$ cat config.mk
export PLATFORM = sky130hd
export DESIGN_NAME = xbar_prog_ctrl
export DESIGN_NICKNAME = d
export VERILOG_FILES = /design/src/rtl/xbar_pkg.sv /design/src/rtl/xbar_timer.sv /design/src/rtl/xbar_prog_ctrl.sv
export SDC_FILE = /design/constraint.sdc
export NUM_CORES = 1
export LEC_CHECK = 0
export ABC_AREA = 1
export CAP_MARGIN = 15
export CORE_ASPECT_RATIO = 0.5
export CORE_MARGIN = 3
export CORE_UTILIZATION = 50
export DETAILED_ROUTE_END_ITERATION = 10
export DONT_BUFFER_PORTS = 1
export PLACE_DENSITY = 0.64
export SYNTH_ARGS = -nofsm -noshare
export SYNTH_HDL_FRONTEND = slang
export SYNTH_SLANG_ARGS = --single-unit
$ cat constraint.sdc
create_clock -name clk -period 5.9 [get_ports clk]
set_input_delay 0.885 -clock clk [delete_from_list [all_inputs] [get_ports clk]]
set_output_delay 0.885 -clock clk [all_outputs]
set_load 0.01 [all_outputs]
$ cat src/rtl/xbar_pkg.sv
// Shared crossbar types: controller state encoding, completion status codes
// and programming pulse polarity constants.
package xbar_pkg;

    typedef enum logic [2:0] {
        S_IDLE    = 3'd0,
        S_READ    = 3'd1,
        S_WAIT_RD = 3'd2,
        S_COMPARE = 3'd3,
        S_PULSE   = 3'd4,
        S_SETTLE  = 3'd5,
        S_DONE    = 3'd6
    } state_e;

    typedef enum logic [1:0] {
        ST_PASS  = 2'd0,
        ST_FAIL  = 2'd1,
        ST_ABORT = 2'd2
    } status_e;

    localparam logic POL_SET   = 1'b1;
    localparam logic POL_RESET = 1'b0;

    // Cell reads below target need more conductance (SET), otherwise RESET.
    function automatic logic pol_from_sign(input logic below_target);
        return below_target ? POL_SET : POL_RESET;
    endfunction

endpackage

$ cat src/rtl/xbar_timer.sv
// Loadable down-counter with a zero flag. A load of N gives N+1 cycles
// until the flag is seen, which lets one counter time both the pulse and
// the settle phase of the programming loop.
module xbar_timer #(
    parameter int W = 2
) (
    input  logic         clk,
    input  logic         rst_n,
    input  logic         load,
    input  logic [W-1:0] value,
    output logic         zero
);

    localparam logic [W-1:0] CNT_ZERO = W'(0);
    localparam logic [W-1:0] CNT_ONE  = W'(1);

    logic [W-1:0] count_r;

    // Count register: load wins, otherwise count down and stick at zero.
    always_ff @(posedge clk) begin
        if (!rst_n) begin
            count_r <= CNT_ZERO;
        end else if (load) begin
            count_r <= value;
        end else if (count_r != CNT_ZERO) begin
            count_r <= count_r - CNT_ONE;
        end else begin
            count_r <= count_r;
        end
    end

    assign zero = (count_r == CNT_ZERO);

endmodule

$ cat src/rtl/xbar_prog_ctrl.sv
// Program-and-verify controller for one memristor crossbar cell at a time.
// Alternates read-verify and SET/RESET pulses until the read-back code is
// within tolerance, the pulse budget is spent, or the host aborts.
module xbar_prog_ctrl
    import xbar_pkg::*;
#(
    parameter int ROWS       = 16,
    parameter int COLS       = 16,
    parameter int CODE_W     = 8,
    parameter int TOL        = 2,
    parameter int MAX_PULSES = 8,
    parameter int PULSE_CYC  = 4,
    parameter int SETTLE_CYC = 2
) (
    input  logic                            clk,
    input  logic                            rst_n,
    input  logic                            req_valid,
    output logic                            req_ready,
    input  logic [$clog2(ROWS)-1:0]         req_row,
    input  logic [$clog2(COLS)-1:0]         req_col,
    input  logic [CODE_W-1:0]               req_target,
    input  logic                            abort,
    output logic [$clog2(ROWS)-1:0]         cell_row,
    output logic [$clog2(COLS)-1:0]         cell_col,
    output logic                            rd_en,
    input  logic                            rd_valid,
    input  logic [CODE_W-1:0]               rd_code,
    output logic                            pulse_en,
    output logic                            pulse_pol,
    output logic                            done,
    output logic [1:0]                      status,
    output logic [$clog2(MAX_PULSES+1)-1:0] pulse_cnt
);

    localparam int RW      = $clog2(ROWS);
    localparam int CW      = $clog2(COLS);
    localparam int PCW     = $clog2(MAX_PULSES + 1);
    localparam int EW      = CODE_W + 1;
    localparam int TMR_MAX = (PULSE_CYC > SETTLE_CYC) ? PULSE_CYC : SETTLE_CYC;
    localparam int TMR_W   = (TMR_MAX > 1) ? $clog2(TMR_MAX) : 1;

    localparam logic [PCW-1:0]   PCNT_ZERO = PCW'(0);
    localparam logic [PCW-1:0]   PCNT_ONE  = PCW'(1);
    localparam logic [PCW-1:0]   PCNT_MAX  = PCW'(MAX_PULSES);
    localparam logic [EW-1:0]    TOL_V     = EW'(TOL);
    localparam logic [EW-1:0]    ERR_ONE   = EW'(1);
    localparam logic [TMR_W-1:0] PULSE_LD  = TMR_W'(PULSE_CYC - 1);
    localparam logic [TMR_W-1:0] SETTLE_LD = TMR_W'(SETTLE_CYC - 1);

    state_e              state_r;
    status_e             status_r;
    logic                req_ready_r;
    logic [RW-1:0]       cell_row_r;
    logic [CW-1:0]       cell_col_r;
    logic [CODE_W-1:0]   target_r;
    logic [CODE_W-1:0]   rd_code_r;
    logic                rd_en_r;
    logic                pulse_en_r;
    logic                pulse_pol_r;
    logic                done_r;
    logic [PCW-1:0]      pulse_cnt_r;

    logic [EW-1:0]       err_s;
    logic [EW-1:0]       err_mag_s;
    logic                err_neg_s;
    logic                in_tol_s;

    logic                tmr_load_s;
    logic [TMR_W-1:0]    tmr_val_s;
    logic                tmr_zero_s;

    // Comparator: signed error of the registered read against the target.
    always_comb begin
        err_s     = {1'b0, rd_code_r} - {1'b0, target_r};
        err_neg_s = err_s[EW-1];
        if (err_neg_s) begin
            err_mag_s = ~err_s + ERR_ONE;
        end else begin
            err_mag_s = err_s;
        end
        in_tol_s = (err_mag_s <= TOL_V);
    end

    // Phase timer control: arm for the pulse while comparing, re-arm for
    // settle on the last pulse cycle; free-running countdown otherwise.
    always_comb begin
        tmr_load_s = 1'b0;
        tmr_val_s  = PULSE_LD;
        if (state_r == S_COMPARE) begin
            tmr_load_s = 1'b1;
            tmr_val_s  = PULSE_LD;
        end else if ((state_r == S_PULSE) && tmr_zero_s) begin
            tmr_load_s = 1'b1;
            tmr_val_s  = SETTLE_LD;
        end else begin
            tmr_load_s = 1'b0;
            tmr_val_s  = PULSE_LD;
        end
    end

    xbar_timer #(
        .W(TMR_W)
    ) u_timer (
        .clk   (clk),
        .rst_n (rst_n),
        .load  (tmr_load_s),
        .value (tmr_val_s),
        .zero  (tmr_zero_s)
    );

    // Controller FSM with all front-end and host outputs registered so
    // they change together with the state they belong to.
    always_ff @(posedge clk) begin
        if (!rst_n) begin
            state_r     <= S_IDLE;
            status_r    <= ST_PASS;
            req_ready_r <= 1'b0;
            cell_row_r  <= {RW{1'b0}};
            cell_col_r  <= {CW{1'b0}};
            target_r    <= {CODE_W{1'b0}};
            rd_code_r   <= {CODE_W{1'b0}};
            rd_en_r     <= 1'b0;
            pulse_en_r  <= 1'b0;
            pulse_pol_r <= 1'b0;
            done_r      <= 1'b0;
            pulse_cnt_r <= PCNT_ZERO;
        end else begin
            // Strobes are single-cycle unless a branch re-asserts them.
            rd_en_r    <= 1'b0;
            done_r     <= 1'b0;
            pulse_en_r <= 1'b0;
            case (state_r)
                S_IDLE: begin
                    if (req_valid && req_ready_r) begin
                        req_ready_r <= 1'b0;
                        cell_row_r  <= req_row;
                        cell_col_r  <= req_col;
                        target_r    <= req_target;
                        pulse_cnt_r <= PCNT_ZERO;
                        status_r    <= ST_PASS;
                        rd_en_r     <= 1'b1;
                        state_r     <= S_READ;
                    end else begin
                        req_ready_r <= 1'b1;
                    end
                end
                S_READ: begin
                    if (abort) begin
                        status_r <= ST_ABORT;
                        done_r   <= 1'b1;
                        state_r  <= S_DONE;
                    end else begin
                        state_r  <= S_WAIT_RD;
                    end
                end
                S_WAIT_RD: begin
                    if (abort) begin
                        status_r  <= ST_ABORT;
                        done_r    <= 1'b1;
                        state_r   <= S_DONE;
                    end else if (rd_valid) begin
                        rd_code_r <= rd_code;
                        state_r   <= S_COMPARE;
                    end else begin
                        state_r   <= S_WAIT_RD;
                    end
                end
                S_COMPARE: begin
                    if (abort) begin
                        status_r    <= ST_ABORT;
                        done_r      <= 1'b1;
                        state_r     <= S_DONE;
                    end else if (in_tol_s) begin
                        status_r    <= ST_PASS;
                        done_r      <= 1'b1;
                        state_r     <= S_DONE;
                    end else if (pulse_cnt_r == PCNT_MAX) begin
                        status_r    <= ST_FAIL;
                        done_r      <= 1'b1;
                        state_r     <= S_DONE;
                    end else begin
                        pulse_en_r  <= 1'b1;
                        pulse_pol_r <= pol_from_sign(err_neg_s);
                        pulse_cnt_r <= pulse_cnt_r + PCNT_ONE;
                        state_r     <= S_PULSE;
                    end
                end
                S_PULSE: begin
                    if (abort) begin
                        status_r   <= ST_ABORT;
                        done_r     <= 1'b1;
                        state_r    <= S_DONE;
                    end else if (tmr_zero_s) begin
                        state_r    <= S_SETTLE;
                    end else begin
                        pulse_en_r <= 1'b1;
                        state_r    <= S_PULSE;
                    end
                end
                S_SETTLE: begin
                    if (abort) begin
                        status_r <= ST_ABORT;
                        done_r   <= 1'b1;
                        state_r  <= S_DONE;
                    end else if (tmr_zero_s) begin
                        rd_en_r  <= 1'b1;
                        state_r  <= S_READ;
                    end else begin
                        state_r  <= S_SETTLE;
                    end
                end
                S_DONE: begin
                    req_ready_r <= 1'b1;
                    state_r     <= S_IDLE;
                end
                default: begin
                    req_ready_r <= 1'b0;
                    state_r     <= S_IDLE;
                end
            endcase
        end
    end

    assign req_ready = req_ready_r;
    assign cell_row  = cell_row_r;
    assign cell_col  = cell_col_r;
    assign rd_en     = rd_en_r;
    assign pulse_en  = pulse_en_r;
    assign pulse_pol = pulse_pol_r;
    assign done      = done_r;
    assign status    = status_r;
    assign pulse_cnt = pulse_cnt_r;

endmodule

==> run metrics <==
Die X-Extent=103 um; WP buf/inv=4; Fmax=0.370 GHz; P&R area growth vs syn=5.56%; Reg area=801 um2; Power Dens Cells=592 nW/um2; crit path DAT=2.92 ns; setup tns final=0 ns; Hold Fails Final Rpt=0; Top delay family on crit path=simple AND/OR/NAND/NOR gates; area leader, netlist=dfxtp_1; Yosys reg bits=40; worst-margin pin slew=1.01 ns; Worst Path Required=6.12 ns; Worst Skew=0.00704 ns; drt wl/cell=13.7 um; mapped cell area=2360 um2; layout filler cell count=393; CTS HTree Levels=2; top post-synthesis cells by area=dfxtp_1, nand2_1, nand3_1; Final setup viols=0; Fin Hold WS=0.458 ns; drt drc=0; simple-gate share of the synthesized area=0.336; placed wire-length estimate=4.10 mm; I/O Buffers=0; Post-Route WL=5.45 mm; Clk pin slew, worst setup/hold paths=0.07 ns; Starting Density=0.563; xor/xnor share of the synthesized area=0.0111; CP Launch Type=register; GPL Wtd Cong=0.843; I/O pin count=48; GRT Total Usage=0.208; Vias per Instance=5.40; worst vdd ir=0.000295 V; post-synth top area share=0.339; Crit path top cell by count=nand2_1; cts-stage hold buffer count=0; synthesized area per cell=6.81 um2; setup ws final=3.20 ns; Setup Crit Path Kind=register to register; initial antenna violation count=0; crit-path cells=inv_1 > ha_1 > inv_1 > fa_1 > inv_1 > nand2_1 > nor2_1 > nand3_2 > nand3_1 > nand2_1 > nand2_1 > inv_1 > nand3_2 > nand3_2 > nand2_1 > nand2_1 > a21oi_2; grt ovf=0; pin count of the biggest net entering global routing=32; total CTS buffers=5; core area=4200 um2; Rel. slew slack=0.322; fin nets=384; RSZ-0062 raised after global routing=false; Synth cell types=31; Clock Sinks=40; initial DRC count=98; Max stage delay on crit path=0.45 ns; status=finished, final reports clean; layout cells sized above 1=0.0930; Post-CTS Resized=0; Hold Path Origin=rd_code_r[0]; RR Startpoint=rd_code_r[0]; Hold Crit Class=register to register; post-synthesis compound-gate area fraction=0.148; P_leak=1.12 nW; Critical Path Fanout Max=11; mux cell area share after synthesis=0; Die Ht=54.6 um; die area=5640 um2; combinational family with the most area after synthesis=simple AND/OR/NAND/NOR gates; # rows=16; Tot Pwr=1.48 mW; critical path's slowest cell=fa_1; Syn Inst Count=347; vias in the first global route=1991; Root Buffer=clkbuf_8; multi-input logic area=1330 um2; max-slew violation count=0; post-CTS setup buffers=0; sequential share of the synthesized area=0.339; pre-CTS setup slack=3.23 ns; Vias=2148; DRT Pass-1 Iters=4; post-synthesis adder-cell area fraction=0.0667; Clock Path Buffers=2; ANT cells=0; CTS tree=done; syn_nets=388; Post-DRT Antenna Nets=0; crit path from=rd_code_r[0]; first-pass GRT wire length=8.99 mm; synth warn=0; worst skew pair latency=0.29 ns; max-cap viol count=0; Tmin final=2.70 ns; Worst Setup End Kind=register; final cycle utilization of the critical path=0.458
-- where the power goes --
part,switching (mW),internal (mW),leakage [nW]
clock,0.0910,0.149,0.0645
sequential,0.0516,0.330,0.326
combinational,0.560,0.297,0.732
-- sequential cells by signal, summed over array words and instances (netlist names) --
signal and flops:
rd_code_r 8, target_r 8, cell_col 4, cell_row 4, pulse_cnt 4, state_r 3
status 2, u_timer.count_r 2, done 1, pulse_en 1, pulse_pol 1, rd_en 1
req_ready 1
-- Yosys cell counts --
cell       n
nor3_2     1
nor2_1    36
xor2_1     1
nor3_1     4
buf_2      3
nand3b_1   4
nand2_1   74
a21boi_0   1
a31oi_1    1
nand2_2    6
a21oi_4    1
o21ai_0   21
o21ai_2    1
nand3_1   34
inv_1     45
dfxtp_1   40
a21oi_1   31
nand4_1    3
clkbuf_1   5
a21oi_2    3
a311oi_1   2
inv_2      1
nand3_2    7
clkbuf_8   1
fa_1       1
xnor2_1    2
o211ai_1   1
buf_6      1
ha_1      11
buf_1      1
nor2_2     4
-- per-stage QoR --
stage / area, um2 / util / cells
3_5_place_dp: 2370 / 0.564 / 390
5_1_grt: 2500 / 0.594 / 398
3_3_place_gp: 2370 / 0.564 / 390
2_1_floorplan: 2360 / - / 347
4_1_cts: 2500 / 0.594 / 398
6_report: 2500 / 0.594 / 398
-- tightest hold or removal path: cells and delay by family, from the launching register on --
| kind | cells | cell delay, ns |
|---|---|---|
| compound gates | 1 | 0.06 |
| buf+inv | 1 | 0.06 |
| flops | 1 | 0.30 |
-- worst paths after layout --
check                 endpoint  cells after the start  slack (ns)
setup / recovery  pulse_cnt[2]                     17        3.20
hold / removal    rd_code_r[0]                      2        0.46
hold reg to reg   rd_code_r[0]                      2        0.46
setup reg to reg  pulse_cnt[2]                     17        3.20
-- kinds of logic after synthesis --
kind of cell | count (synthesis)
compound gates | 62
simple gates | 173
fa+ha+maj | 12
xor+xnor | 3
buf+inv | 57
flops | 40
-- routing by layer --
| metal | GRT usage | up-vias | wire length (um) | part of all wire |
|---|---|---|---|---|
| met5 | 0 | - | 0 | 0 |
| met4 | 0.0387 | 0 | 21 | 0.0039 |
| met3 | 0.0483 | 2 | 314 | 0.058 |
| met2 | 0.357 | 57 | 2510 | 0.46 |
| met1 | 0.273 | 968 | 2600 | 0.48 |
| li1 | - | 1121 | - | - |
-- layout make-up --
cell class | count | share of cell area
Clock buffer | 7 | 0.0386
Clock inverter | 1 | 0.0120
Inverter | 46 | 0.0692
Multi-Input combinational cell | 250 | 0.532
Sequential cell | 40 | 0.321
Tap cell | 54 | 0.0271
-- placed cells by master (no fill, tap or decap), types with 2 or more instances in the layout --
cell	instances
dfxtp_1	40
nor2_1	36
nand3b_1	4
ha_1	11
o21ai_0	21
nand2_2	6
nor3_1	4
nand2_1	74
clkbuf_8	7
inv_1	45
a311oi_1	2
a21oi_1	31
nand4_1	3
nor2_2	4
nand3_2	7
nand3_1	34
xnor2_1	2
a21oi_2	3
Power figures use the tool's default switching activity.
